--- src/rtl/vga_pkg.sv ---
`default_nettype none
// ============================================================================
//  Module   : vga_pkg
//  Purpose  : 640x480@60 Hz raster constants, derived sync windows, counter
//             widths and the saturating cursor-step helper.
//  Revision : 1.0 - initial release
// ============================================================================
package vga_pkg;

  // Counter and cursor widths
  localparam int CNT_W = 10;
  localparam int SEL_W = 4;

  // Horizontal timing (pixels)
  localparam int H_ACTIVE = 640;
  localparam int H_FP     = 16;
  localparam int H_SYNC   = 96;
  localparam int H_BP     = 48;
  localparam int H_TOTAL  = H_ACTIVE + H_FP + H_SYNC + H_BP;

  // Vertical timing (lines)
  localparam int V_ACTIVE = 480;
  localparam int V_FP     = 10;
  localparam int V_SYNC   = 2;
  localparam int V_BP     = 33;
  localparam int V_TOTAL  = V_ACTIVE + V_FP + V_SYNC + V_BP;

  // Sync windows: [start, end)
  localparam int H_SYNC_START = H_ACTIVE + H_FP;
  localparam int H_SYNC_END   = H_SYNC_START + H_SYNC;
  localparam int V_SYNC_START = V_ACTIVE + V_FP;
  localparam int V_SYNC_END   = V_SYNC_START + V_SYNC;

  // System clocks per pixel and cursor grid
  localparam int CLK_DIV = 2;
  localparam int COLS    = 8;
  localparam int ROWS    = 8;

  // One cursor step on one axis: opposing requests cancel, ends saturate.
  function automatic logic [SEL_W-1:0] sat_step(
    input logic [SEL_W-1:0] cur,
    input logic             dec,
    input logic             inc,
    input logic [SEL_W-1:0] max_val
  );
    logic [SEL_W-1:0] res;
    res = cur;
    if (dec && !inc && (cur != '0)) begin
      res = cur - 1'b1;
    end else if (inc && !dec && (cur < max_val)) begin
      res = cur + 1'b1;
    end
    return res;
  endfunction

endpackage
`default_nettype wire

--- src/rtl/vga_timing_gen_sel_cursor.sv ---
`default_nettype none
// ============================================================================
//  Module   : sel_cursor
//  Purpose  : Selection cursor. Button pulses are latched as pending requests
//             and committed only on frame_start, so a frame never tears and
//             each axis moves at most one step per frame.
//  Revision : 1.0 - initial release
// ============================================================================
module sel_cursor
  import vga_pkg::*;
#(
  parameter int COLS = 8,
  parameter int ROWS = 8
) (
  input  logic             clk,
  input  logic             rst,
  input  logic             frame_start,
  input  logic             btn_left,
  input  logic             btn_right,
  input  logic             btn_up,
  input  logic             btn_down,
  output logic [SEL_W-1:0] x_select,
  output logic [SEL_W-1:0] y_select
);

  localparam logic [SEL_W-1:0] X_MAX = SEL_W'(COLS - 1);
  localparam logic [SEL_W-1:0] Y_MAX = SEL_W'(ROWS - 1);

  logic pend_l;
  logic pend_r;
  logic pend_u;
  logic pend_d;

  // Pending flags: sticky within a frame; in the commit cycle they reload
  // from the buttons so a pulse landing on frame_start carries into the next frame.
  always_ff @(posedge clk) begin
    if (rst) begin
      pend_l <= 1'b0;
      pend_r <= 1'b0;
      pend_u <= 1'b0;
      pend_d <= 1'b0;
    end else if (frame_start) begin
      pend_l <= btn_left;
      pend_r <= btn_right;
      pend_u <= btn_up;
      pend_d <= btn_down;
    end else begin
      pend_l <= pend_l | btn_left;
      pend_r <= pend_r | btn_right;
      pend_u <= pend_u | btn_up;
      pend_d <= pend_d | btn_down;
    end
  end

  // Cursor registers: commit the pending step at the frame boundary only.
  always_ff @(posedge clk) begin
    if (rst) begin
      x_select <= '0;
      y_select <= '0;
    end else if (frame_start) begin
      x_select <= sat_step(x_select, pend_l, pend_r, X_MAX);
      y_select <= sat_step(y_select, pend_u, pend_d, Y_MAX);
    end
  end

endmodule
`default_nettype wire

--- src/rtl/vga_timing_gen.sv ---
`default_nettype none
// ============================================================================
//  Module   : vga_timing_gen
//  Purpose  : 640x480@60 Hz raster generator: pixel enable / pixel clock,
//             x/y counters, registered hsync/vsync/blank_n aligned with the
//             counters, frame_start strobe and the frame-synchronous cursor.
//  Revision : 1.0 - initial release
// ============================================================================
module vga_timing_gen
  import vga_pkg::*;
#(
  parameter int H_ACTIVE = vga_pkg::H_ACTIVE,
  parameter int H_FP     = vga_pkg::H_FP,
  parameter int H_SYNC   = vga_pkg::H_SYNC,
  parameter int H_BP     = vga_pkg::H_BP,
  parameter int V_ACTIVE = vga_pkg::V_ACTIVE,
  parameter int V_FP     = vga_pkg::V_FP,
  parameter int V_SYNC   = vga_pkg::V_SYNC,
  parameter int V_BP     = vga_pkg::V_BP,
  parameter int CLK_DIV  = vga_pkg::CLK_DIV,  // must be >= 2
  parameter int COLS     = vga_pkg::COLS,
  parameter int ROWS     = vga_pkg::ROWS
) (
  input  logic             clk,
  input  logic             rst,
  input  logic             btn_left,
  input  logic             btn_right,
  input  logic             btn_up,
  input  logic             btn_down,
  output logic             vga_clk,
  output logic             pix_en,
  output logic [CNT_W-1:0] x,
  output logic [CNT_W-1:0] y,
  output logic             hsync,
  output logic             vsync,
  output logic             blank_n,
  output logic             sync_n,
  output logic             frame_start,
  output logic [SEL_W-1:0] x_select,
  output logic [SEL_W-1:0] y_select
);

  // Raster geometry for this instance
  localparam int LOC_H_TOTAL = H_ACTIVE + H_FP + H_SYNC + H_BP;
  localparam int LOC_V_TOTAL = V_ACTIVE + V_FP + V_SYNC + V_BP;

  localparam logic [CNT_W-1:0] H_LAST   = CNT_W'(LOC_H_TOTAL - 1);
  localparam logic [CNT_W-1:0] V_LAST   = CNT_W'(LOC_V_TOTAL - 1);
  localparam logic [CNT_W-1:0] H_VIS    = CNT_W'(H_ACTIVE);
  localparam logic [CNT_W-1:0] V_VIS    = CNT_W'(V_ACTIVE);
  localparam logic [CNT_W-1:0] HS_START = CNT_W'(H_ACTIVE + H_FP);
  localparam logic [CNT_W-1:0] HS_END   = CNT_W'(H_ACTIVE + H_FP + H_SYNC);
  localparam logic [CNT_W-1:0] VS_START = CNT_W'(V_ACTIVE + V_FP);
  localparam logic [CNT_W-1:0] VS_END   = CNT_W'(V_ACTIVE + V_FP + V_SYNC);

  // Divider geometry
  localparam int               DIV_W    = $clog2(CLK_DIV);
  localparam logic [DIV_W-1:0] DIV_LAST = DIV_W'(CLK_DIV - 1);
  localparam logic [DIV_W-1:0] DIV_HALF = DIV_W'(CLK_DIV / 2);

  logic [DIV_W-1:0] div;
  logic [CNT_W-1:0] x_nxt;
  logic [CNT_W-1:0] y_nxt;
  logic             wrap;

  // Pixel divider: free-running 0..CLK_DIV-1.
  always_ff @(posedge clk) begin
    if (rst) begin
      div <= '0;
    end else if (div == DIV_LAST) begin
      div <= '0;
    end else begin
      div <= div + 1'b1;
    end
  end

  // pix_en marks the last clk of each pixel; vga_clk rises mid-pixel so the
  // DAC latches data that has been stable for half a pixel.
  assign pix_en  = (div == DIV_LAST);
  assign vga_clk = (div >= DIV_HALF);
  assign sync_n  = 1'b0;

  // Next raster position; wrap flags the (last,last) -> (0,0) transition.
  always_comb begin
    x_nxt = x;
    y_nxt = y;
    wrap  = 1'b0;
    if (pix_en) begin
      if (x == H_LAST) begin
        x_nxt = '0;
        if (y == V_LAST) begin
          y_nxt = '0;
          wrap  = 1'b1;
        end else begin
          y_nxt = y + 1'b1;
        end
      end else begin
        x_nxt = x + 1'b1;
      end
    end
  end

  // Counters and sync/blank decode. Decoding from x_nxt/y_nxt and registering
  // keeps the strobes glitch-free and in the same cycle as the counters.
  always_ff @(posedge clk) begin
    if (rst) begin
      x           <= '0;
      y           <= '0;
      hsync       <= 1'b1;
      vsync       <= 1'b1;
      blank_n     <= 1'b1;
      frame_start <= 1'b0;
    end else begin
      x           <= x_nxt;
      y           <= y_nxt;
      hsync       <= !((x_nxt >= HS_START) && (x_nxt < HS_END));
      vsync       <= !((y_nxt >= VS_START) && (y_nxt < VS_END));
      blank_n     <= (x_nxt < H_VIS) && (y_nxt < V_VIS);
      frame_start <= wrap;
    end
  end

  sel_cursor #(
    .COLS (COLS),
    .ROWS (ROWS)
  ) u_sel_cursor (
    .clk         (clk),
    .rst         (rst),
    .frame_start (frame_start),
    .btn_left    (btn_left),
    .btn_right   (btn_right),
    .btn_up      (btn_up),
    .btn_down    (btn_down),
    .x_select    (x_select),
    .y_select    (y_select)
  );

endmodule
`default_nettype wire
--- config.mk ---
export PLATFORM = sky130hd
export DESIGN_NAME = vga_timing_gen
export DESIGN_NICKNAME = d
export VERILOG_FILES = /design/src/rtl/vga_pkg.sv /design/src/rtl/vga_timing_gen_sel_cursor.sv /design/src/rtl/vga_timing_gen.sv
export SDC_FILE = /design/constraint.sdc
export NUM_CORES = 1
export LEC_CHECK = 0
export ABC_AREA = 1
export CAP_MARGIN = 20
export CORE_MARGIN = 5
export CORE_UTILIZATION = 48
export DETAILED_ROUTE_END_ITERATION = 6
export PLACE_DENSITY = 0.73
export SLEW_MARGIN = 20
export SYNTH_ARGS = -nofsm -noshare
export SYNTH_HDL_FRONTEND = slang
export SYNTH_HIERARCHICAL = 1
export SYNTH_SLANG_ARGS = --single-unit
--- constraint.sdc ---
create_clock -name clk -period 1.5 [get_ports clk]
set_input_delay 0.375 -clock clk [delete_from_list [all_inputs] [get_ports clk]]
set_output_delay 0.375 -clock clk [all_outputs]
set_load 0.01 [all_outputs]
# ---- Word level (Yosys, flattened, before mapping)
# Cells that the tools add are included.
dict set report totals {
  regBits 37
  latchBits 0
  mem_bits_rw 0
  romBits 0
  in_bits 6
  wordCells 76
  memories 0
}
dict set report classes {
  n_addsub 7
  mul 0
  div 0
  magnitude_cmp 9
  eq_ne 2
  shifts 0
  n_mux 14
  n_bitwise 6
  n_reduce_logical 25
}
# op count
set ops {}
lappend ops {{$mux 10} 5}
lappend ops {{$add 10x1->10 const B} 2}
lappend ops {{$eq 10x10->1 const B} 2}
lappend ops {{$lt 10x10->1 const B} 2}
lappend ops {{$lt 10x9->1 const B} 2}
lappend ops {{$mux 4} 4}
lappend ops {{$logic_and 1x1->1} 11}
lappend ops {{$ge 10x10->1 const B} 1}
lappend ops {{$ge 10x9->1 const B} 1}
lappend ops {{$add 4x1->4 const B} 2}
lappend ops {{$lt 4x3->1 const B} 2}
lappend ops {{$reduce_bool 4->1} 2}
lappend ops {{$sub 4x1->4 const B} 2}
lappend ops {{$logic_not 1->1} 6}
lappend ops {{$mux 1} 5}
lappend ops {{$or 1x1->1} 4}
lappend ops {{$reduce_and 2->1} 2}
lappend ops {{$reduce_bool 2->1} 2}
lappend ops {{$reduce_or 3->1} 1}
lappend ops {{$not 1->1} 2}
lappend ops {{$reduce_or 2->1} 1}
lappend ops {{$add 1x1->1 const B} 1}
lappend ops {{$ge 1x1->1 const B} 1}

# ---- Logic depth before layout (Yosys ltp)
# Gate-level depths: netlist of run 1.
dict set report logic_depth {
  depth_word 7
  mapped_depth 14
  mapped_depth_nobuf 14
}

# ---- Hierarchy
# Netlist of run 1, hierarchy kept.
# module n_inst cells_per_inst area_each_um2 seq_area_each_um2
set modules_own_cells {}
lappend modules_own_cells {vga_timing_gen 1 239 1617.8 500.5}
lappend modules_own_cells {sel_cursor 1 105 755.7 240.2}

# ---- Worst setup path after synthesis of run 1
# Ideal clock, no wire load.
dict set report synth_path {
  path_kind {reg2reg}
  startpoint {register x[0]}
  endpoint {register vsync}
  setup_time_ns 0.114
  arrival_ns 1.557
  t_required_ns 1.386
  setup_slack_ns -0.172
  stages_incl_launch_ff 12
  cell_sequence {dfxtp_1 > ha_1 > nand2_1 > nor2_2 > nand3_2 > nor2_4 > nand2_2 > nor2_2 > xnor2_1 > nand2_1 > nand2_1 > nand2_1}
}
dict set report synth_between {
  elab_chain_len 6
  word_cells_on_any_way 7
  classes_between {order compare (2); eq/ne (1); mux (2); reduce/logical (2)}
}
# element line
set synth_lines {}
lappend synth_lines {{from (decl)} vga_timing_gen.sv:32} ;# output logic [CNT_W-1:0] x,
lappend synth_lines {{from (signal assigned)} vga_timing_gen.sv:114} ;# x <= x_nxt;
lappend synth_lines {{$eq 10x10->1 *} vga_timing_gen.sv:89} ;# if (x == H_LAST) begin
lappend synth_lines {{$mux 10 *} vga_timing_gen.sv:89}
lappend synth_lines {{$mux 10 *} vga_timing_gen.sv:88} ;# if (pix_en) begin
lappend synth_lines {{$ge 10x9->1 / $lt 10x9->1 (equally long branches)} vga_timing_gen.sv:117} ;# vsync <= !((y_nxt >= VS_START) && (y_nxt < VS_END));
lappend synth_lines {{$logic_and 1x1->1 *} vga_timing_gen.sv:117}
lappend synth_lines {{$logic_not 1->1 *} vga_timing_gen.sv:117}
lappend synth_lines {{to (signal assigned)} vga_timing_gen.sv:117}
lappend synth_lines {{to (decl)} vga_timing_gen.sv:35} ;# output logic vsync,
# Mark *: on every way between the ends. The rest lies on a longest branch, timed or not.
# A chain may end at the register's enable or synchronous reset.

# ---- Worst setup path after layout of run 1
# Same ends and word-level chain as after synthesis.

==> summary.md, run 1 <==
| Metric | Value |
|---|---|
| Skew-Pair Late Insertion Delay | `about 290 ps` |
| Crit-path max FO | `5` |
| GRT Overall Usage | `21.7%` |
| First-pass GRT wire length | `roughly 11000 um` |
| Share of Yosys cell area claimed by the top area cell type | `31.2%` |
| Seq/Total Area, Yosys | `31.2%` |
| CTS clk-pin slew, worst paths | `70 ps` |
| Die height | `~80 um` |
| FF-to-FF path depth | `13` |
| Pwr Density | `~500 nW/um^2` |
| CP Capture Type | `flop` |
| Final setup viols | `10` |
| Met1 GRT Util | `between 20% and 30%` |
| Cell area after layout | `3690 um^2` |
| Sequential Area | `roughly 790 um^2` |
| Clock Sinks | `37` |
| M3 GR Usage | `3.59%` |
| DPL Wire Length | `roughly 4600 um` |
| Crit Path Class | `reg2reg` |
| GR Layer Usage met2 | `37.2%` |
| Cell Area, Placed | `between 3000 and 4000 um^2` |
| Min-Delay Path Depth | `2` |
| Multi-input gate area | `1610 um^2` |
| RSZ-0062 raised after global routing | `true` |
| Failing checks | `negative setup slack` |
| CTS Hold Bufs | `0` |
| Setup Total Neg Slack | `-902 ps` |
| Pin count of the biggest net entering global routing | `15` |
| Iteration-0 DRC Markers | `approximately 70` |
| Final net count | `470` |
| FF+latch count, synth | `37` |
| Mapped Nets | `approximately 360` |
| Layout cells sized above 1 | `43.4%` |
| IO Pins | `41` |
| Vias per cell | `4.96` |
| Worst path required time | `~1700 ps` |
| Starting Density | `49.9%` |
| Cell taking the most area after synthesis | `dfxtp_1` |
| Worst vdd ir | `0.346 mV` |
| Status | `finished with violations` |
| Antenna violations before repair | `0` |
| Drt total wl | `6800 um` |
| Post-synthesis cell count | `~340` |
| Die X | `80.3 um` |
| Max Clock Skew | `2.28 ps` |
| TritonCTS buffer count | `5` |
| CP startpoint kind | `flop` |
| Hold Crit Class | `reg2reg` |
| Gpl congestion | `roughly 0.9` |
| CTS tree | `done` |
| Yosys cell types | `35` |
| Antenna Cells | `0` |
| F_max | `around 580 MHz` |
| Fillers | `339` |
| Yosys warnings | `6` |
| Synthesized cell area | `2370 um^2` |
| Die ar. | `roughly 6500 um^2` |
| ANT nets after route | `0` |
| R2R Setup Slk | `-210 ps` |
| DP Worst Slack | `-181 ps` |
| Vias | `2607` |
| Minimum clock period | `1710 ps` |
| FP Rows | `25` |
| Max-cap violations | `0` |
| Post-layout util | `about 78%` |
| H-tree depth | `2` |
| Average cell area after synthesis | `6.90 um^2` |
| Hold Fails Final Rpt | `0` |
| PortBufs | `39` |
| Largest cells by area after synthesis | `dfxtp_1, nand2_1, nor2_1` |
| Grt total ovfl | `0` |
| P&R area growth vs syn | `55.6%` |
| First-pass DRT Iterations | `4` |
| WL per Instance | `12.9 um` |
| Most common cell after layout, fill and taps aside | `buf_4` |
| Arrival @ worst endpoint | `1900 ps` |
| Worst Slack Setup Final | `-210 ps` |
| GR peak layer | `met2` |
| Drt drc | `0` |
| Core area | `around 4800 um^2` |
| Slew Viols, Final | `0` |
| Root buffer cell | `clkbuf_8` |
| Most frequent cells in the layout | `buf_4, nand2_1, inv_1` |
| Tcrit/Tclk final | `114%` |
| Clk buf depth | `2` |
| Leakage power | `between 1.5 and 2 nW` |
| Number of global-route vias before repair | `2436` |
-- Yosys cell counts (all sizes together) --
library cell,instances
dfxtp,37
nor3,7
ha,5
nand4,14
nor4,1
nor2,60
clkbuf,1
o211ai,1
nand2,95
o21ai,14
inv,49
nand3,32
o31ai,1
buf,6
a31oi,1
clkinv,2
a21oi,12
xor2,4
xnor2,1
conb,1
-- flip-flops by register name (all words and copies together) (netlist names) --
register and cells:
x 10, u_sel_cursor/y_select 4, hsync 1, blank_n 1, u_sel_cursor/x_select 4, vsync 1, u_sel_cursor/pend_d 1, frame_start 1
y 10, u_sel_cursor/pend_r 1, pix_en 1, u_sel_cursor/pend_l 1, u_sel_cursor/pend_u 1
-- timing repair --
action	in CTS	in global routing
resized for setup	74	38
setup buffers	11	9
pin swaps	17	24
endpoints found under the setup margin	41	20
endpoints found under the hold margin	0	0
-- stage by stage --
stage,power (mW),instances,hold WS (ps)
final,1.85,526,506
after CTS,1.86,517,512
after global routing,1.96,526,540
after detailed placement,1.21,499,524
after floorplan,1.13,344,444
after global placement,1.21,499,517
-- power breakdown --
part           total (mW)  leakage [nW]  internal (mW)  switching (mW)
Combinational       0.182          1.49         0.0788           0.103
Clock               0.663        0.0377          0.312           0.351
Sequential           1.00         0.314          0.985          0.0166
Total                1.85          1.85           1.38           0.470
-- cells by family after synthesis --
logic type | count (synthesis) | share of synthesized area (%)
buffers and inverters | 58 | 10.4
adder cells (fa/ha/maj) | 5 | 2.64
flip-flops | 37 | 31.2
AO/OA/AOI/OAI | 29 | 6.85
XOR/XNOR | 5 | 1.84
other | 1 | 0.158
AND/OR/NAND/NOR | 209 | 46.9
-- critical path, stage by stage (launching register included) --
cell	delay, ps
dfxtp_4	360
ha_4	180
nand2_2	60
inv_2	70
nand3_4	80
nor2_8	150
buf_4	140
nand3_1	80
nand2_1	90
nand2_2	60
inv_2	70
nand4_4	110
nor2_1	110
nand2_1	50
-- layer usage --
| layer | vias to the layer above | share of wire, % |
|---|---|---|
| met3 | 15 | 3.6 |
| met4 | 0 | 2.3 |
| met1 | 1200 | 43 |
| met5 | - | 0 |
| met2 | 66 | 51 |
| li1 | 1326 | - |
-- final timing paths --
path | start | end
worst min register to register | u_sel_cursor/pend_l | u_sel_cursor/pend_l
worst min-delay path | u_sel_cursor/pend_l | u_sel_cursor/pend_l
worst max-delay path | x[0] | vsync
worst max register to register | x[0] | vsync
-- area by class of cell --
cell class              instances  share of cell area [%]
multi-input cells             249                    43.6
repair buffers                115                    25.1
clock buffers                   5                    1.86
well taps                      67                    2.27
inverters                      51                    5.35
clock inverters                 2                   0.305
flip-flops and latches         37                    21.5
Note: power is estimated with default switching activity, not from simulation.
==> inputs of run 2 (changes only) <==
--- a/config.mk
+++ b/config.mk
@@ -6,11 +6,12 @@
 export NUM_CORES = 1
 export LEC_CHECK = 0
 export ABC_AREA = 1
-export CAP_MARGIN = 20
+export CAP_MARGIN = 25
 export CORE_MARGIN = 5
-export CORE_UTILIZATION = 48
+export CORE_UTILIZATION = 40
 export DETAILED_ROUTE_END_ITERATION = 6
-export PLACE_DENSITY = 0.73
+export PLACE_DENSITY = 0.63
+export REMOVE_ABC_BUFFERS = 1
 export SLEW_MARGIN = 20
 export SYNTH_ARGS = -nofsm -noshare
 export SYNTH_HDL_FRONTEND = slang
==> run 2 against run 1 <==
  * The run still ends with negative setup slack left
  * Critical endpoint is now blank_n
  * Combinational power increased by 5%
  * Via count decreased by 4.1%
  * Die area increased by 17%
  * Register-to-register slack improved by 30 ps
  * Wire length decreased by 6.1%
  * Cell area decreased by 0.44%
  * Hold slack improved by 1.2 ps
  * Clock power increased by 2%
==> summary.md, run 2 (synthesized netlist as in run 1, its figures left out) <==
| Metric | Value |
|---|---|
| Status | `finished with violations` |
| Failing checks | `negative setup slack` |
| Grt total ovfl | `0 (unchanged)` |
| Reg2reg start | `x[0]` |
| WL per Instance | `12.0 um (-7.0%)` |
| CTS clk-pin slew, worst paths | `80 ps (about the same)` |
| CP startpoint kind | `flop` |
| Skew-Pair Late Insertion Delay | `280 ps (about the same)` |
| Non-Filler Instances | `531 (+0.95%)` |
| Leakage power | `1.82 nW (-1.5%)` |
| Max Clock Skew | `7.28 ps (+5.00 ps)` |
| Slew Viols, Final | `0 (unchanged)` |
| Final net count | `466 (-0.85%)` |
| Cell Area, Placed | `3240 um^2 (-0.69%)` |
| First-pass DRT Iterations | `4 (unchanged)` |
| RSZ-0062 raised after global routing | `true` |
| R2r endpoint | `blank_n` |
| Drt total wl | `6380 um (-6.1%)` |
| Starting Density | `40.6% (-9.4 points)` |
| Layout cells sized above 1 | `43.4% (+0.066 points)` |
| Minimum clock period | `1680 ps (-30.9 ps)` |
| Root buffer cell | `clkbuf_8` |
| Drt drc | `0 (unchanged)` |
| CP Capture Type | `flop` |
| FF-to-FF path depth | `10 (-3)` |
| F_max | `596 MHz (+1.8%)` |
| Clk buf depth | `2 (unchanged)` |
| Crit path to | `blank_n` |
| Antenna violations before repair | `0 (unchanged)` |
| ANT nets after route | `0 (unchanged)` |
| CP Cell Sequence | `ha_4 > nand2_2 > nor2_2 > nand3_2 > nor2_1 > nand4_1 > nand2_1 > nand4_4 > nand3_2 > nand2_1` |
| Cell area after layout | `3680 um^2 (-0.44%)` |
| Worst vdd ir | `0.358 mV (+3.5%)` |
| Pwr Density | `508 nW/um^2 (+1.6%)` |
| WP buf/inv | `0 (-3)` |
| Worst path required time | `1680 ps (about the same)` |
| Crit Path Class | `reg2reg` |
| Number of global-route vias before repair | `2278 (-6.5%)` |
| H-tree depth | `2 (unchanged)` |
| Tcrit/Tclk final | `112% (-2.1 points)` |
| CTS tree | `done` |
| Hold Fails Final Rpt | `0 (unchanged)` |
| R2R Setup Slk | `-180 ps (+30 ps)` |
| Most common cell after layout, fill and taps aside | `buf_4` |
| Antenna Cells | `0 (unchanged)` |
| DPL Wire Length | `4730 um (+2.4%)` |
| Hold Crit Class | `reg2reg` |
| CTS Hold Bufs | `0 (unchanged)` |
| First-pass GRT wire length | `10200 um (-7.0%)` |
| Core area | `5850 um^2 (+23%)` |
| IO Pins | `41 (unchanged)` |
| Worst Slack Setup Final | `-179 ps (+30.9 ps)` |
| Iteration-0 DRC Markers | `126 (+75%)` |
| Die ar. | `7570 um^2 (+17%)` |
| FP Rows | `28 (+12%)` |
| P&R area growth vs syn | `54.9%` |
| Vias | `2501 (-4.1%)` |
| Max-cap violations | `0 (unchanged)` |
| Most frequent cells in the layout | `buf_4, nand2_1, inv_1` |
| Vias per cell | `4.71 (-5.0%)` |
| Clock Sinks | `37 (unchanged)` |
| Gpl congestion | `0.876 (-3.1%)` |
| Die X | `87.0 um (+8.4%)` |
| Arrival @ worst endpoint | `1860 ps (-40 ps)` |
| GRT Overall Usage | `16.6% (-5.0 points)` |
| Top delay family on crit path | `simple AND/OR/NAND/NOR gates` |
| Launch point of the critical path | `x[0]` |
| Max stage delay on crit path | `360 ps (about the same)` |
| PortBufs | `39 (unchanged)` |
| Largest regs | `x (10), y (10)` |
| Crit-path max FO | `4 (-1)` |
| TritonCTS buffer count | `5 (unchanged)` |
| Pin count of the biggest net entering global routing | `13 (-2)` |
| CP max stage cell | `dfxtp_2` |
| Worst-case hold slack | `508 ps (+1.17 ps)` |
| DP Worst Slack | `-182 ps (-1.20 ps)` |
| Final setup viols | `8 (-2)` |
| Die height | `87.0 um (+8.4%)` |
| Number of stages on the worst setup path | `10 (-3)` |
| Total power | `1.87 mW (+1.1%)` |
| Dpl cells | `507 (+1.6%)` |
==> run 2: worst min path at each step <==
stage               slack (ps)                startpoint  cells after the start                  endpoint
finish                     510       u_sel_cursor/pend_l                      2       u_sel_cursor/pend_l
CTS                        510  u_sel_cursor/x_select[1]                      2  u_sel_cursor/x_select[1]
detailed placement         530       u_sel_cursor/pend_l                      2       u_sel_cursor/pend_l
global placement           520       u_sel_cursor/pend_l                      2       u_sel_cursor/pend_l
floorplan                  440                       rst                      1                      x[7]
global route               540       u_sel_cursor/pend_l                      2       u_sel_cursor/pend_l
==> run 2: where the power goes <==
part / switching, mW / total [mW] / internal [mW]
Clock: 0.351 / 0.673 / 0.322
Combinational: 0.106 / 0.191 / 0.0854
Sequential: 0.0164 / 1.00 / 0.986
==> run 2: per-stage QoR <==
stage	util [%]	TNS (ps)
after global routing	62.8	-1800
final	62.8	-591
after floorplan	-	-1130
after CTS	58.2	-228
after detailed placement	55.3	-1020
after global placement	55.3	-593
==> run 2: area by class of cell <==
| type | count | area [um^2] |
|---|---|---|
| multi-input cells | 249 | 1590 |
| clock inverters | 2 | 10.0 |
| repair buffers | 111 | 922 |
| fillers | 524 | 2170 |
| flip-flops and latches | 37 | 793 |
| clock buffers | 6 | 72.6 |
| inverters | 51 | 194 |
| well taps | 75 | 93.8 |
==> run 2: metal layers <==
layer	GRT usage [%]	vias to the layer above	wire length, um
met4	3.54	0	54
met1	22.2	1140	2960
met5	0	-	0
met3	3.12	7	258
met2	27.8	44	3110
li1	-	1310	-
==> run 2: tightest hold or removal path: stages, from the launching register on <==
cell and delay (ps):
dfxtp_2 350, a21oi_1 60, nor2_1 70
==> run 2: what timing repair did <==
action | 4_1_cts | 5_1_grt
gates cloned | 0 | 0
setup endpoints to repair | 44 | 13
pin swaps | 19 | 35
setup buffers | 3 | 14
resized for setup | 80 | 47
==> inputs of run 3 (changes only) <==
--- a/config.mk
+++ b/config.mk
@@ -10,8 +10,11 @@
 export CORE_MARGIN = 5
 export CORE_UTILIZATION = 40
 export DETAILED_ROUTE_END_ITERATION = 6
+export GPL_TIMING_DRIVEN = 0
 export PLACE_DENSITY = 0.63
+export RECOVER_POWER = 100
 export REMOVE_ABC_BUFFERS = 1
+export SETUP_SLACK_MARGIN = 0.2
 export SLEW_MARGIN = 20
 export SYNTH_ARGS = -nofsm -noshare
 export SYNTH_HDL_FRONTEND = slang
==> run 3 against run 2 <==
  * The flow still finishes with violations (negative setup slack)
  * Non-clock buffer count is 28 lower
  * Cell area fell by 1.6%
  * Sequential power about the same
  * Critical path depth up 2
  * Cell count fell by 5.3%
  * Global-route usage shrank 0.61 points
  * Via count is 0.96% lower
  * Critical path type unchanged
  * Critical endpoint unchanged
==> summary.md, run 3 (synthesized netlist as in run 1, its figures left out) <==
| Metric | Value |
|---|---|
| CTS clk-pin slew, worst paths | `80 ps (about the same)` |
| FF-to-FF path depth | `12 (+2)` |
| Status | `finished with violations` |
| First-pass DRT Iterations | `4 (unchanged)` |
| Drt drc | `0 (unchanged)` |
| Die ar. | `7570 um^2 (unchanged)` |
| Final net count | `438 (-6.0%)` |
| P&R area growth vs syn | `52.4%` |
| Drt total wl | `6350 um (-0.47%)` |
| Grt total ovfl | `0 (unchanged)` |
| Die X | `87.0 um (unchanged)` |
| Leakage power | `1.62 nW (-11%)` |
| Met1 GRT Util | `20.6% (-1.6 points)` |
| Worst path required time | `1670 ps (about the same)` |
| Crit-path max FO | `4 (unchanged)` |
| Vias | `2477 (-0.96%)` |
| Layout cells sized above 1 | `49.8% (+6.3 points)` |
| H-tree depth | `2 (unchanged)` |
| Die height | `87.0 um (unchanged)` |
| Most common cell after layout, fill and taps aside | `nand2_1` |
| Arrival @ worst endpoint | `1830 ps (-30 ps)` |
| Hold Fails Final Rpt | `0 (unchanged)` |
| Hold Path End | `u_sel_cursor/y_select[3]` |
| Crit Path Class | `reg2reg` |
| Hold Crit Class | `reg2reg` |
| Max-cap violations | `0 (unchanged)` |
| Iteration-0 DRC Markers | `102 (-19%)` |
| Hold Crit Start | `u_sel_cursor/y_select[3]` |
| F_max | `603 MHz (+1.2%)` |
| WL per Instance | `12.6 um (+5.1%)` |
| Root buffer cell | `clkbuf_8` |
| Clock Sinks | `37 (unchanged)` |
| Post-layout util | `61.8% (-1.0 points)` |
| Number of global-route vias before repair | `2182 (-4.2%)` |
| Pwr Density | `570 nW/um^2 (+12%)` |
| RSZ-0062 raised after global routing | `true` |
| Slew margin rel. | `64.7%` |
| Pin slew with the least headroom to its limit | `roughly 520 ps` |
| Failing checks | `negative setup slack` |
| Worst-case hold slack | `498 ps (-9.88 ps)` |
| CP Capture Type | `flop` |
| FP Rows | `28 (unchanged)` |
| Starting Density | `40.6% (unchanged)` |
| DPL Wire Length | `4070 um (-14%)` |
| Slew Viols, Final | `0 (unchanged)` |
| Worst Slack Setup Final | `-159 ps (+20.6 ps)` |
| Clk buf depth | `2 (unchanged)` |
| Final setup viols | `6 (-2)` |
| IO Pins | `41 (unchanged)` |
| ANT nets after route | `0 (unchanged)` |
| Core area | `5850 um^2 (unchanged)` |
| CP startpoint kind | `flop` |
| GRT Overall Usage | `16.0% (-0.61 points)` |
| Cell Area, Placed | `2800 um^2 (-13%)` |
| Min-Delay Path Depth | `2 (unchanged)` |
| Vias per cell | `4.92 (+4.6%)` |
| Most frequent cells in the layout | `nand2_1, nor2_1, inv_1` |
| PortBufs | `39 (unchanged)` |
| Minimum clock period | `1660 ps (-20.6 ps)` |
| Max stage delay on crit path | `370 ps (about the same)` |
| Max Clock Skew | `8.36 ps (+1.08 ps)` |
| Largest regs | `x (10), y (10)` |
| CP Cell Sequence | `ha_4 > nand3_4 > nor2_4 > nand2_2 > nor2_4 > nand3_2 > nand2_2 > nand2_2 > nor2_4 > nor2_2 > nand3_1 > nand2_1` |
| Pin count of the biggest net entering global routing | `23 (+10)` |
| Setup Total Neg Slack | `-486 ps (+105 ps)` |
| CTS tree | `done` |
| CP max stage cell | `dfxtp_4` |
| GR Layer Usage met2 | `26.0% (-1.8 points)` |
| Skew-Pair Late Insertion Delay | `290 ps (about the same)` |
| Cell area after layout | `3620 um^2 (-1.6%)` |
| Antenna violations before repair | `0 (unchanged)` |
| GR peak layer | `met2` |
| Antenna Cells | `0 (unchanged)` |
| Reg2reg start | `x[0]` |
| First-pass GRT wire length | `9790 um (-4.2%)` |
| Tcrit/Tclk final | `111% (-1.4 points)` |
| R2R Setup Slk | `-160 ps (+20 ps)` |
| DP Worst Slack | `-800 ps (-618 ps)` |
| Worst vdd ir | `0.456 mV (+27%)` |
| CTS Hold Bufs | `0 (unchanged)` |
| TritonCTS buffer count | `5 (unchanged)` |
| R2r endpoint | `blank_n` |
| M3 GR Usage | `4.16% (+1.0 points)` |
| Gpl congestion | `0.831 (-5.2%)` |
run 3: changes by cell type in the layout (fill, tap and decap cells not counted), sizes merged:
cell | previous run | this run
bufinv | 0 | 1
buf | 73 | 59
clkbuf | 6 | 14
clkdlybuf4s15 | 0 | 8
inv | 49 | 50
dlygate4sd2 | 32 | 5
clkinv | 4 | 1
clkdlybuf4s50 | 5 | 4
dlymetal6s2s | 1 | 0
run 3: report_power, final:
part | switching [mW] | total (mW) | internal, mW | leakage, nW
Combinational | 0.0996 | 0.170 | 0.0705 | 1.24
Sequential | 0.0212 | 0.986 | 0.965 | 0.321
Clock | 0.365 | 0.908 | 0.542 | 0.0585
Total | 0.486 | 2.06 | 1.58 | 1.62
run 3: per-layer routing:
metal | share of wire [%] | wire length (um)
met5 | 0 | 0
met3 | 5.5 | 349
met1 | 43 | 2760
met2 | 49 | 3100
met4 | 2.2 | 137
run 3: final cells by class:
| cell class | count | area (um^2) |
|---|---|---|
| clock buffer | 7 | 86.3 |
| timing repair buffer | 83 | 732 |
| fill | 508 | 2230 |
| tap | 75 | 93.8 |
| inverter | 51 | 200 |
| sequential | 37 | 833 |
| multi-input combinational | 249 | 1640 |
| clock inverter | 1 | 30.0 |
run 3: critical path, delay by kind of cell, from the launching register on:
family,cells,cell delay (ps)
and+or+nand+nor,11,970
DFF,1,370
adders and majority gates,1,180
run 3: how the worst max path moves through the flow:
| stage | startpoint | to | slack, ps | depth (start not counted) |
|---|---|---|---|---|
| CTS | x[1] | blank_n | -150 | 12 |
| finish | x[0] | blank_n | -160 | 12 |
| detailed placement | rst | vsync | -800 | 7 |
| global placement | rst | vsync | -790 | 7 |
| global route | x[0] | blank_n | -270 | 12 |
| floorplan | pix_en | blank_n | -320 | 11 |
run 3: per-stage QoR:
stage	power [mW]	cells
2_1_floorplan	1.11	337
3_3_place_gp	1.17	451
3_5_place_dp	1.18	451
4_1_cts	2.08	482
5_1_grt	2.16	503
6_report	2.06	503
run 3: repair_timing:
| action | 4_1_cts | 5_1_grt |
|---|---|---|
| pin swaps | 25 | 33 |
| endpoints found under the setup margin | 71 | 52 |
| resized for setup | 163 | 87 |
| setup buffers | 23 | 21 |
